### src/rtl/disk_track_ctrl_if.sv
// Host block-transfer bus between the track controller (master) and the
// host/SD side (slave).
interface disk_track_ctrl_if;
    logic [31:0] SD_LBA;
    logic        SD_RD;
    logic        SD_WR;
    logic        SD_ACK;
    logic [8:0]  SD_BUFF_ADDR;
    logic [7:0]  SD_BUFF_DOUT;
    logic [7:0]  SD_BUFF_DIN;
    logic        SD_BUFF_WR;

    modport master (
        output SD_LBA, SD_RD, SD_WR, SD_BUFF_DIN,
        input  SD_ACK, SD_BUFF_ADDR, SD_BUFF_DOUT, SD_BUFF_WR
    );

    modport slave (
        input  SD_LBA, SD_RD, SD_WR, SD_BUFF_DIN,
        output SD_ACK, SD_BUFF_ADDR, SD_BUFF_DOUT, SD_BUFF_WR
    );
endinterface

### src/rtl/disk_track_ctrl.sv
// Track-buffer controller: keeps the 13x512 B track RAM loaded with the head
// track, writing back the old track when dirty before loading the new one.
//
// state   | meaning
// --------+-------------------------------------------------------------
// IDLE    | buffer valid for drive; apply mounts, watch for track change
// WB_REQ  | request block write of cur_track/blk, wait for SD_ACK
// WB_XFER | host reads buffer block out of RAM, wait for SD_ACK fall
// RD_REQ  | request block read of tgt_track/blk, wait for SD_ACK
// RD_XFER | host writes block into RAM, wait for SD_ACK fall
module disk_track_ctrl (
    input  logic                     CLK_14M,
    input  logic                     RESET_N,
    input  logic [5:0]               TRACK,
    input  logic                     TRACK_WE,
    output logic                     TRACK_BUSY,
    output logic                     DISK_READY,
    input  logic                     IMG_MOUNTED,
    input  logic [31:0]              IMG_SIZE,
    input  logic                     IMG_READONLY,
    disk_track_ctrl_if.master        sd,
    output logic [12:0]              RAM_ADDR,
    output logic [7:0]               RAM_DI,
    input  logic [7:0]               RAM_DO,
    output logic                     RAM_WE
);
    typedef enum logic [2:0] {IDLE, WB_REQ, WB_XFER, RD_REQ, RD_XFER} state_t;

    localparam logic [5:0] NO_TRACK   = 6'h3F;
    localparam logic [5:0] LAST_TRACK = 6'd34;
    localparam logic [3:0] LAST_BLK   = 4'd12;

    state_t      state, state_n;
    logic [5:0]  cur_track, cur_track_n, tgt_track, tgt_track_n;
    logic [3:0]  blk, blk_n;
    logic        dirty, dirty_n, mount_pend, mount_pend_n, ready, ready_n;
    logic        ack_q, ack_fall, busy_q;
    logic        ram_we_q, buff_wr_hit;
    logic [12:0] ram_addr_q;
    logic [7:0]  ram_di_q;
    logic [5:0]  lba_track;

    assign ack_fall    = ack_q & ~sd.SD_ACK;
    assign buff_wr_hit = (state == RD_XFER) && sd.SD_BUFF_WR;

    always_comb begin
        state_n      = state;
        cur_track_n  = cur_track;
        tgt_track_n  = tgt_track;
        blk_n        = blk;
        dirty_n      = dirty;
        mount_pend_n = mount_pend;
        ready_n      = ready;
        if (IMG_MOUNTED && state != IDLE) mount_pend_n = 1'b1;
        case (state)
            IDLE: begin
                // a mount takes the whole cycle; the track compare waits one more
                if (mount_pend || IMG_MOUNTED) begin
                    ready_n      = (IMG_SIZE != 32'd0);
                    cur_track_n  = NO_TRACK;
                    dirty_n      = 1'b0;
                    mount_pend_n = 1'b0;
                end else begin
                    if (TRACK_WE) dirty_n = 1'b1;
                    if (ready && TRACK <= LAST_TRACK && TRACK != cur_track) begin
                        tgt_track_n = TRACK;
                        blk_n       = 4'd0;
                        if ((dirty || TRACK_WE) && !IMG_READONLY && cur_track != NO_TRACK)
                            state_n = WB_REQ;
                        else
                            state_n = RD_REQ;
                    end
                end
            end
            WB_REQ:  if (sd.SD_ACK) state_n = WB_XFER;
            WB_XFER: begin
                if (ack_fall) begin
                    if (blk == LAST_BLK) begin
                        blk_n   = 4'd0;
                        dirty_n = 1'b0;
                        state_n = RD_REQ;
                    end else begin
                        blk_n   = blk + 4'd1;
                        state_n = WB_REQ;
                    end
                end
            end
            RD_REQ:  if (sd.SD_ACK) state_n = RD_XFER;
            RD_XFER: begin
                if (ack_fall) begin
                    if (blk == LAST_BLK) begin
                        cur_track_n = tgt_track;
                        state_n     = IDLE;
                    end else begin
                        blk_n   = blk + 4'd1;
                        state_n = RD_REQ;
                    end
                end
            end
            default: state_n = IDLE;
        endcase
    end

    always_ff @(posedge CLK_14M or negedge RESET_N) begin
        if (!RESET_N) begin
            state      <= IDLE;
            cur_track  <= NO_TRACK;
            tgt_track  <= 6'd0;
            blk        <= 4'd0;
            dirty      <= 1'b0;
            mount_pend <= 1'b0;
            ready      <= 1'b0;
            ack_q      <= 1'b0;
            busy_q     <= 1'b0;
            ram_we_q   <= 1'b0;
            ram_addr_q <= 13'd0;
            ram_di_q   <= 8'd0;
        end else begin
            state      <= state_n;
            cur_track  <= cur_track_n;
            tgt_track  <= tgt_track_n;
            blk        <= blk_n;
            dirty      <= dirty_n;
            mount_pend <= mount_pend_n;
            ready      <= ready_n;
            ack_q      <= sd.SD_ACK;
            // rises with the transfer decision, falls one edge after IDLE is reached
            busy_q     <= (state != IDLE) || (state_n != IDLE);
            ram_we_q   <= buff_wr_hit;
            if (buff_wr_hit) begin
                ram_addr_q <= {blk, sd.SD_BUFF_ADDR};
                ram_di_q   <= sd.SD_BUFF_DOUT;
            end
        end
    end

    assign lba_track = (state == WB_REQ || state == WB_XFER) ? cur_track : tgt_track;

    assign sd.SD_LBA      = (state == IDLE) ? 32'd0
                          : ({26'd0, lba_track} * 32'd13 + {28'd0, blk});
    assign sd.SD_RD       = (state == RD_REQ);
    assign sd.SD_WR       = (state == WB_REQ);
    assign sd.SD_BUFF_DIN = RAM_DO;

    assign RAM_ADDR   = (state == WB_XFER) ? {blk, sd.SD_BUFF_ADDR} : ram_addr_q;
    assign RAM_DI     = ram_di_q;
    assign RAM_WE     = ram_we_q;
    assign TRACK_BUSY = busy_q;
    assign DISK_READY = ready & ~busy_q;
endmodule

### src/flat_wrapper.sv
// flat-port wrapper written by rule: the top's interface ports become plain ports
module disk_track_ctrl_flat 
  (CLK_14M, RESET_N, TRACK, TRACK_WE, TRACK_BUSY, DISK_READY, IMG_MOUNTED, IMG_SIZE, IMG_READONLY, RAM_ADDR, RAM_DI, RAM_DO, RAM_WE, sd_SD_LBA, sd_SD_RD, sd_SD_WR, sd_SD_BUFF_DIN, sd_SD_ACK, sd_SD_BUFF_ADDR, sd_SD_BUFF_DOUT, sd_SD_BUFF_WR);
  disk_track_ctrl_if sd_i ();
  input  logic CLK_14M;
  input  logic RESET_N;
  input  logic [5:0] TRACK;
  input  logic TRACK_WE;
  output logic TRACK_BUSY;
  output logic DISK_READY;
  input  logic IMG_MOUNTED;
  input  logic [31:0] IMG_SIZE;
  input  logic IMG_READONLY;
  output logic [12:0] RAM_ADDR;
  output logic [7:0] RAM_DI;
  input  logic [7:0] RAM_DO;
  output logic RAM_WE;
  output wire logic [$bits(sd_i.SD_LBA)-1:0] sd_SD_LBA;
  output wire logic [$bits(sd_i.SD_RD)-1:0] sd_SD_RD;
  output wire logic [$bits(sd_i.SD_WR)-1:0] sd_SD_WR;
  output wire logic [$bits(sd_i.SD_BUFF_DIN)-1:0] sd_SD_BUFF_DIN;
  input wire logic [$bits(sd_i.SD_ACK)-1:0] sd_SD_ACK;
  input wire logic [$bits(sd_i.SD_BUFF_ADDR)-1:0] sd_SD_BUFF_ADDR;
  input wire logic [$bits(sd_i.SD_BUFF_DOUT)-1:0] sd_SD_BUFF_DOUT;
  input wire logic [$bits(sd_i.SD_BUFF_WR)-1:0] sd_SD_BUFF_WR;
  assign sd_SD_LBA = sd_i.SD_LBA;
  assign sd_SD_RD = sd_i.SD_RD;
  assign sd_SD_WR = sd_i.SD_WR;
  assign sd_SD_BUFF_DIN = sd_i.SD_BUFF_DIN;
  assign sd_i.SD_ACK = sd_SD_ACK;
  assign sd_i.SD_BUFF_ADDR = sd_SD_BUFF_ADDR;
  assign sd_i.SD_BUFF_DOUT = sd_SD_BUFF_DOUT;
  assign sd_i.SD_BUFF_WR = sd_SD_BUFF_WR;
  disk_track_ctrl u_core (.CLK_14M(CLK_14M), .RESET_N(RESET_N), .TRACK(TRACK), .TRACK_WE(TRACK_WE), .TRACK_BUSY(TRACK_BUSY), .DISK_READY(DISK_READY), .IMG_MOUNTED(IMG_MOUNTED), .IMG_SIZE(IMG_SIZE), .IMG_READONLY(IMG_READONLY), .sd(sd_i), .RAM_ADDR(RAM_ADDR), .RAM_DI(RAM_DI), .RAM_DO(RAM_DO), .RAM_WE(RAM_WE));
endmodule
### config.mk
export PLATFORM = sky130hd
export DESIGN_NAME = disk_track_ctrl_flat
export DESIGN_NICKNAME = d
export VERILOG_FILES = /design/src/rtl/disk_track_ctrl_if.sv /design/src/rtl/disk_track_ctrl.sv /design/src/flat_wrapper.sv
export SDC_FILE = /design/constraint.sdc
export NUM_CORES = 1
export LEC_CHECK = 0
export CAP_MARGIN = 10
export CORE_MARGIN = 4
export CORE_UTILIZATION = 47
export CTS_CLUSTER_DIAMETER = 40
export DETAILED_ROUTE_END_ITERATION = 7
export GPL_TIMING_DRIVEN = 0
export PLACE_DENSITY = 0.93
export SLEW_MARGIN = 20
export SYNTH_ARGS = -nofsm -noshare
export SYNTH_HDL_FRONTEND = slang
export SYNTH_SLANG_ARGS = --single-unit
### constraint.sdc
create_clock -name CLK_14M -period 9.9 [get_ports CLK_14M]
set_clock_uncertainty 0.15 [all_clocks]
set_input_delay 0.99 -clock CLK_14M [delete_from_list [all_inputs] [get_ports CLK_14M]]
set_output_delay 0.99 -clock CLK_14M [all_outputs]
set_load 0.1 [all_outputs]
# Word-level counts from Yosys, hierarchy flattened
# Cells that the tools add are included.
dict set report op_classes {
  add_sub_neg 2
  multipliers 1
  magnitude_cmp 1
  n_eq_ne 16
  muxes 32
  bitwise_logic 5
  n_reduce_logical 23
}
# operator n
set op_table {}
lappend op_table {{$mux 32} 1}
lappend op_table {{$reduce_bool 32->1} 1}
lappend op_table {{$mux 4} 6}
lappend op_table {{$mux 6} 4}
lappend op_table {{$mux 3} 6}
lappend op_table {{$pmux 3 s5} 1}
lappend op_table {{$mux 13} 1}
lappend op_table {{$pmux 4 s3} 1}
lappend op_table {{$pmux 6 s2} 1}
lappend op_table {{$add 10x4->11} 1}
lappend op_table {{$mul 6x4->10 const B} 1}
lappend op_table {{$ne 2x1->1 const B} 5}
lappend op_table {{$reduce_bool 3->1} 3}
lappend op_table {{$reduce_and 4->1} 2}
lappend op_table {{$mux 1} 7}
lappend op_table {{$eq 3x2->1 const B} 2}
lappend op_table {{$le 6x6->1 const B} 1}
lappend op_table {{$logic_and 1x1->1} 6}
lappend op_table {{$mux 2} 3}
lappend op_table {{$ne 2x2->1 const B} 3}
lappend op_table {{$ne 6x6->1} 1}
lappend op_table {{$ne 6x6->1 const B} 1}
lappend op_table {{$reduce_and 6->1} 1}
lappend op_table {{$add 4x1->4 const B} 1}
lappend op_table {{other kinds (13)} 20}
dict set report totals {
  ff_bits 46
  inputBits 70
  output_inout_bits 66
  wordCells 92
}

# Logic depth before layout (Yosys ltp)
# Gate-level depths: netlist (run 1).
dict set report logic_depth {
  word_depth 9
  depth_mapped 14
  mapped_depth_nobuf 13
}

# Least setup slack after synthesis (run 1)
# Ideal clock, no wire load.
dict set report synth_timing {
  path_kind {register -> output}
  start {register u_core.state[0]}
  end {output port sd_SD_LBA[7]}
  arrival_time_ns 9.604
  t_required_ns 8.760
  setup_slack_ns -0.844
  stages_incl_launch_ff 15
  path_buffers 1
  cell_sequence {dfrtp_1 > buf_2 > nor2b_1 > nor2b_1 > nor2_2 > mux2_2 > ha_1 > ha_1 > fa_1 > ha_1 > a21o_1 > a21oi_1 > o21bai_1 > mux2i_1 > a2111oi_0}
}
dict set report synth_between {
  elab_chain_cells 6
  word_cells_on_any_way 8
  cone_classes {add/sub: 1; mul: 1; eq/ne: 2; mux: 2; reduce/logical: 2}
}
# element line
set synth_lines {}
lappend synth_lines {{from (decl)} disk_track_ctrl.sv:33} ;# state_t state, state_n;
lappend synth_lines {{from (signal assigned)} disk_track_ctrl.sv:119} ;# state <= state_n;
lappend synth_lines {{$eq 3x1->1} --}
lappend synth_lines {{named net sd_SD_WR} flat_wrapper.sv:20} ;# output wire logic [$bits(sd_i.SD_WR)-1:0] sd_SD_WR;
lappend synth_lines {{$logic_or 1x1->1} disk_track_ctrl.sv:137} ;# assign lba_track = (state == WB_REQ || state == WB_XFER) ? cur_track : tgt_track;
lappend synth_lines {{$mux 6} disk_track_ctrl.sv:137}
lappend synth_lines {{$mul 6x4->10} disk_track_ctrl.sv:140} ;# : ({26'd0, lba_track} * 32'd13 + {28'd0, blk});
lappend synth_lines {{$add 10x4->11} disk_track_ctrl.sv:140}
lappend synth_lines {{$mux 32} disk_track_ctrl.sv:139} ;# assign sd.SD_LBA = (state == IDLE) ? 32'd0
lappend synth_lines {{to (decl)} flat_wrapper.sv:18} ;# output wire logic [$bits(sd_i.SD_LBA)-1:0] sd_SD_LBA;
# The timed path passes the listed nets, and every way through them passes these cells.

# Worst setup path after layout (run 1)
dict set report layout_timing {
  start {register u_core.state[0]}
  end {output port sd_SD_LBA[7]}
}
dict set report layout_between {
  elab_chain_cells 6
  word_cells_on_any_way 8
  cone_classes {add/sub: 1; mul: 1; eq/ne: 2; mux: 2; reduce/logical: 2}
}
# element line
set layout_lines {}
lappend layout_lines {{$eq 3x1->1 / $eq 3x2->1 (equally long branches)} disk_track_ctrl.sv:137}
lappend layout_lines {{$logic_or 1x1->1} disk_track_ctrl.sv:137}
lappend layout_lines {{$mux 6} disk_track_ctrl.sv:137}
lappend layout_lines {{$mul 6x4->10} disk_track_ctrl.sv:140}
lappend layout_lines {{$add 10x4->11} disk_track_ctrl.sv:140}
lappend layout_lines {{$mux 32 *} disk_track_ctrl.sv:139}
# Mark *: on every way between the ends. The rest lies on a longest branch, timed or not.

==> results of run 1 <==
[layout by cell type (no fill, tap or decap), types with 3 or more instances in the layout]
cell type	instances
inv_1	8
fa_1	4
clkdlybuf4s50_1	105
nor3_1	6
dfrtp_1	40
ha_1	28
o21ai_0	7
conb_1	21
nand2b_1	3
nand4_1	3
dfstp_2	6
nor2_1	24
buf_2	7
and2_1	4
xor2_1	6
a21o_1	3
buf_4	32
nand2_1	10
nor4_1	10
clkbuf_8	5
xnor2_1	3
nor2b_1	5
mux2_1	25
o21a_1	3
mux2i_1	6
a21oi_1	13
mux2_2	22
[layout make-up]
class                   count  area share (%)
multi-input cells         245            41.7
flip-flops and latches     46            24.5
repair buffers            107            22.8
plain buffers              40            5.87
well taps                  96            2.54
clock buffers               5            1.46
inverters                   8           0.635
clock inverters             3           0.529
[critical path, delay by kind of cell, from the launching register on]
kind / cells / cell delay (ns)
buf+inv: 2 / 1.42
simple gates: 3 / 0.74
fa+ha+maj: 4 / 1.41
mux: 2 / 0.57
flops: 1 / 0.44
compound gates: 4 / 0.94
[final timing paths]
kind | depth (start not counted) | slack [ns] | end
min | 1 | 0.35 | u_core.ram_addr_q[8]
max reg2reg | 7 | 7.56 | u_core.blk[2]
min in group asynchronous | 1 | 0.44 | u_core.state[2]
max in group asynchronous | 2 | 8.68 | u_core.blk[2]
max | 15 | 2.90 | sd_SD_LBA[7]
min reg2reg | 1 | 0.35 | u_core.ram_addr_q[8]
[Yosys cell counts (all sizes together) (7+ instances only)]
cell type	number
ha	28
buf	38
mux2	47
dfrtp	40
inv	8
nor2	26
nand2	10
a21oi	13
o21ai	7
nor3	7
nor4	10
[per-stage QoR]
stage | util (%) | setup WS (ns) | cell area [um^2] | hold WS [ns]
floorplan | - | 0.528 | 3440 | 0.304
global placement | 67.3 | 3.39 | 4620 | 0.313
detailed placement | 67.5 | 3.26 | 4640 | 0.325
CTS | 68.9 | 2.90 | 4730 | 0.348
global route | 68.9 | 2.64 | 4730 | 0.366
finish | 68.9 | 2.90 | 4730 | 0.348
[sequential cells by signal, indices dropped and copies added (netlist names)]
signal and count:
u_core.RAM_DI 8, u_core.ram_addr_q 13, u_core.dirty 1, u_core.state 3, u_core.tgt_track 6, u_core.mount_pend 1, u_core.ack_q 1, u_core.cur_track 6
u_core.TRACK_BUSY 1, u_core.blk 4, u_core.RAM_WE 1, u_core.ready 1
[kinds of logic after synthesis]
group                      count (synthesis)  synth area share (%)
and+or+nand+nor                           84                  13.5
muxes                                     53                  17.5
buffers and inverters                     48                  9.16
AOI/OAI and AO/OA                         46                  10.0
DFF                                       46                  34.5
adders and majority gates                 32                  12.8
xor gates and xnor gates                   9                  2.34
other                                      1                 0.112
[layer usage]
layer / vias to the layer above / GRT usage (%)
met5: - / 0
met4: 0 / 6.31
met3: 13 / 5.20
met2: 109 / 35.9
met1: 1400 / 23.2
li1: 1371 / -
==> metrics.md, run 1 <==
| Metric | Value |
|---|---|
| FFs w/ async S/R, synth | `100%` |
| R2r startpoint | `u_core.blk[0]` |
| Worst Min Path Start | `u_core.ram_addr_q[8]` |
| Cells after DPL | `about 540` |
| Status | `finished clean` |
| Overall routing resource usage | `approximately 20%` |
| WP data required | `~9 ns` |
| Largest net degree at the start of global routing | `32` |
| DR WL met2 | `between 4 and 5 mm` |
| First-pass iteration count of the detailed router | `4` |
| CP most frequent cell | `ha_1` |
| M1 wire length | `approximately 3.3 mm` |
| Chip Height | `approximately 93 um` |
| Die W | `92.6 um` |
| Max-cap violation count | `0` |
| Initial Utilization | `between 40 and 50%` |
| First-pass GRT wire length | `around 14 mm` |
| CTS tree | `yes` |
| Register area share after synthesis | `between 30% and 40%` |
| CP Class | `flip-flop to output pin` |
| Synth-to-layout area growth | `40.7%` |
| DR vias | `~2,900` |
| Post-CTS resize count | `0` |
| Final setup vio count | `0` |
| Synth Register Bits | `between 40 and 50` |
| RSZ-0062 raised after global routing | `no` |
| Htree depth | `2` |
| HP Class | `flip-flop to flip-flop` |
| Top-area cell type share of the netlist area | `between 20 and 30%` |
| Yosys top cell by area | `dfrtp_1` |
| Vias per cell | `roughly 5.3` |
| Area occupied by multi-input gates | `1970 um^2` |
| Total CTS buffers | `5` |
| Slowest cell delay on critical path | `between 1 and 1.5 ns` |
| NumNets Final | `around 560` |
| Prevailing post-synth register cell | `dfrtp_1` |
| Rows | `30` |
| Yosys warns | `0` |
| CP Cell Sequence | `buf_2 -> nor2b_1 -> nor2b_1 -> nor2_2 -> mux2_2 -> ha_1 -> ha_1 -> fa_1 -> ha_1 -> a21o_1 -> a21oi_1 -> o21bai_1 -> mux2i_1 -> a2111oi_1 -> clkdlybuf4s50_1` |
| Crit path DAT | `about 5.9 ns` |
| GRT overflow | `0` |
| Initial antenna violation count | `0` |
| Slowest library cell on the worst path | `clkdlybuf4s50_1` |
| CTS Hold Bufs | `0` |
| Core area | `just under 7000 um^2` |
| CP Launch Point | `u_core.state[0]` |
| Post-DRT Antenna Nets | `0` |
| Crit start category | `flip-flop` |
| Setup tns final | `0 ns` |
| Yosys cell types | `52` |
| Die area | `~8600 um^2` |
| Cells after Synth | `between 300 and 400` |
| Wire length per cell | `15.3 um` |
| # port buffers | `~110` |
| Num ports | `between 100 and 150` |
| Highest metal used | `met4` |
| Slew @ Worst Pin | `between 1 and 1.5 ns` |
| Hpwl dp | `between 6 and 7 mm` |
| FF+latch area | `between 1000 and 1500 um^2` |
| Via count of the first global-routing pass | `3,009` |
| Post-synth EDFFs | `0` |
| DRC | `0` |
| Initial DRC count | `~190` |
| Placer Congestion | `between 0.9 and 1` |
| Finished Layout Cells | `550` |
| Syn_area_per_cell | `approximately 11 um^2` |
| Period utilization | `between 70% and 80%` |
| Filler Cells Inserted | `slightly above 500` |
| Clock Path Buffers | `2` |
| Slew Limit Fails | `0` |
| Clk sinks | `46` |
| Skew-Pair Late Insertion Delay | `0.31 ns` |
| Fin. Hold Viols | `0` |
| Setup bufs post-CTS | `0` |
| Cell Area, Synth | `between 3000 and 4000 um^2` |
| Share of cells above drive strength 1 | `about a fifth` |
| Critical Path End Type | `output pin` |
| Crit path max fanout | `10` |
| Top cells by area in the synthesized netlist | `dfrtp_1 (30%), ha_1 (10%), mux2_1 (8.4%)` |
| Max frequency | `approximately 140 MHz` |
| Clock Pin Slew Worst Setup and Hold Paths | `0.10 ns` |
| Post-Route WL | `approximately 8.4 mm` |
| Diodes inserted | `0` |
| WL met3 | `between 600 and 700 um` |
| Clk root buf | `clkbuf_8` |
| Relative slew slack | `a little under a third` |
| Final min period | `roughly 7 ns` |
Power of run 1 is left out: the tool's default activity adds up to more than one toggle a clock period on the data nets, which glitch-free logic cannot reach.
==> run 2, diff against run 1 <==
CORE_UTILIZATION = 40   (was 47)
PLACE_DENSITY = 0.85   (was 0.93)
clock period = 6.4 ns   (was 9.9 ns; I/O delays follow)
==> metrics.md, run 2 (synthesized netlist as in run 1, its figures left out) <==
| Metric | Value |
|---|---|
| Status | `finished clean` |
| Crit path max fanout | `10 (unchanged)` |
| # port buffers | `106 (unchanged)` |
| Finished Layout Cells | `559 (+1.6%)` |
| Overall routing resource usage | `16.9% (-3.1 points)` |
| Largest net degree at the start of global routing | `32 (unchanged)` |
| Synth-to-layout area growth | `42.2%` |
| Most common cell after layout, fill and taps aside | `clkdlybuf4s50_1` |
| Crit path DAT | `5.40 ns (-0.46 ns)` |
| Final min period | `approximately 6.2 ns` |
| CP most frequent cell | `ha_1` |
| Critical path depth in cells | `14 (-1)` |
| GRT overflow | `0 (unchanged)` |
| Share of cells above drive strength 1 | `20.3% (+1.5 points)` |
| CP Cell Sequence | `buf_2 -> nor2b_1 -> nor2b_2 -> nor2_2 -> mux2_2 -> ha_1 -> ha_1 -> fa_1 -> ha_1 -> a21o_1 -> a21oi_1 -> o21ai_0 -> a2111oi_4 -> dlygate4sd2_1` |
| CTS tree | `yes` |
| Max-cap violation count | `0 (unchanged)` |
| Fin. Hold Viols | `0 (unchanged)` |
| CP Launch Point | `u_core.state[0]` |
| First-pass GRT wire length | `13.8 mm (-0.60%)` |
| Clock Path Buffers | `2 (unchanged)` |
| HP Class | `input pin to asynchronous set/reset pin` |
| Initial DRC count | `113 (-39%)` |
| Post-DRT Antenna Nets | `0 (unchanged)` |
| Filler Cells Inserted | `698 (+38%)` |
| Num ports | `136 (unchanged)` |
| Cells after DPL | `551 (+1.7%)` |
| R2r startpoint | `u_core.blk[0]` |
| NumNets Final | `555 (unchanged)` |
| Diodes inserted | `0 (unchanged)` |
| Chip Height | `99.7 um (+7.7%)` |
| Critical Path End Type | `output pin` |
| Max reg flops | `13 (unchanged)` |
| Hpwl dp | `6.86 mm (-1.1%)` |
| Slowest cell delay on critical path | `0.90 ns (-0.30 ns)` |
| Htree depth | `2 (unchanged)` |
| CP bufs+invs | `2 (unchanged)` |
| Relative slew slack | `33.1% (+1.3 points)` |
| Slowest library cell on the worst path | `dlygate4sd2_1` |
| Final setup vio count | `0 (unchanged)` |
| Clock Pin Slew Worst Setup and Hold Paths | `0.10 ns (about the same)` |
| Post-Route WL | `8.41 mm (+0.14%)` |
| DR vias | `2,866 (-0.93%)` |
| DRC | `0 (unchanged)` |
| Clk sinks | `46 (unchanged)` |
| Clk root buf | `clkbuf_8` |
| CP Class | `flip-flop to output pin` |
| WP data required | `5.61 ns (-3.15 ns)` |
| Via count of the first global-routing pass | `2,852 (-5.2%)` |
| Core area | `8220 um^2 (+20%)` |
| Initial Utilization | `40.9% (-8.0 points)` |
| Max frequency | `approximately 160 MHz` |
| Crit start category | `flip-flop` |
| Slew @ Worst Pin | `1.00 ns (-0.0200 ns)` |
| RSZ-0062 raised after global routing | `no` |
| Die W | `99.7 um (+7.7%)` |
| CP top delay family | `adder cells` |
| Most frequent cells in the layout | `clkdlybuf4s50_1 (101), dfrtp_1 (40), buf_4 (32), ha_1 (28), mux2_1 (25)` |
| Rows | `33 (+10%)` |
| Top reg by flops | `u_core.ram_addr_q` |
| Period utilization | `96.7%` |
| Setup tns final | `0 ns (unchanged)` |
| Cells on worst reg2reg path | `8 (+1)` |
| Slew Limit Fails | `0 (unchanged)` |
| Vias per cell | `5.13 (-2.5%)` |
| Skew-Pair Late Insertion Delay | `0.31 ns (about the same)` |
| Die area | `9940 um^2 (+16%)` |
| Placer Congestion | `0.826 (-9.6%)` |
| Total CTS buffers | `5 (unchanged)` |
| Wire length per cell | `15.0 um (-1.5%)` |
| First-pass iteration count of the detailed router | `4 (unchanged)` |
| Initial antenna violation count | `0 (unchanged)` |
## run 2: cell types whose count changed in the layout (fill, tap and decap cells not counted), sizes merged
cell / previous run / this run
inv: 9 / 10
clkbuf: 7 / 9
clkdlybuf4s50: 105 / 101
clkinvlp: 1 / 0
dlymetal6s2s: 0 / 1
dlygate4sd2: 0 / 1
## run 2: path summary, 6_finish.rpt
kind / end / slack (ns)
max: sd_SD_LBA[6] / 0.21
min: u_core.state[2] / 0.09
max reg2reg: u_core.cur_track[3] / 4.01
min reg2reg: u_core.RAM_DI[1] / 0.34
max in group asynchronous: u_core.TRACK_BUSY / 5.52
min in group CLK_14M: u_core.RAM_DI[1] / 0.34
## run 2: final cells by class
class	count	area [um^2]	share of cell area (%)
inverter	8	30.0	0.628
tap	105	131	2.75
timing repair buffer	107	1070	22.3
multi-input combinational	245	2020	42.2
buffer	40	278	5.81
sequential	46	1160	24.2
clock inverter	3	28.8	0.602
clock buffer	5	68.8	1.44
## run 2: routing by layer
| metal | global-route usage, % | part of all wire, % | wire, um | vias up |
|---|---|---|---|---|
| li1 | - | - | - | 1372 |
| met1 | 21.0 | 41 | 3450 | 1392 |
| met2 | 30.2 | 51 | 4300 | 94 |
| met3 | 3.30 | 6.6 | 552 | 8 |
| met4 | 4.10 | 1.2 | 105 | 0 |
| met5 | 0 | 0 | 0 | - |
## run 2: per-stage QoR
stage | setup WS [ns] | utilization (%) | instance area (um^2) | hold WS, ns
after floorplan | 0.131 | - | 3490 | 0.194
after global placement | 0.280 | 56.9 | 4680 | 0.314
after detailed placement | 0.244 | 57.1 | 4690 | 0.326
after CTS | 0.0279 | 58.3 | 4790 | 0.0952
after global routing | 0.0153 | 58.2 | 4780 | 0.107
final | 0.211 | 58.2 | 4780 | 0.0914
## run 2: what timing repair did
action / in CTS / in global routing
hold buffers: 0 / 0
resized for setup: 3 / 5
setup buffers: 0 / 0
setup endpoints to repair: 3 / 3
Power of run 2 is left out for the same reason.
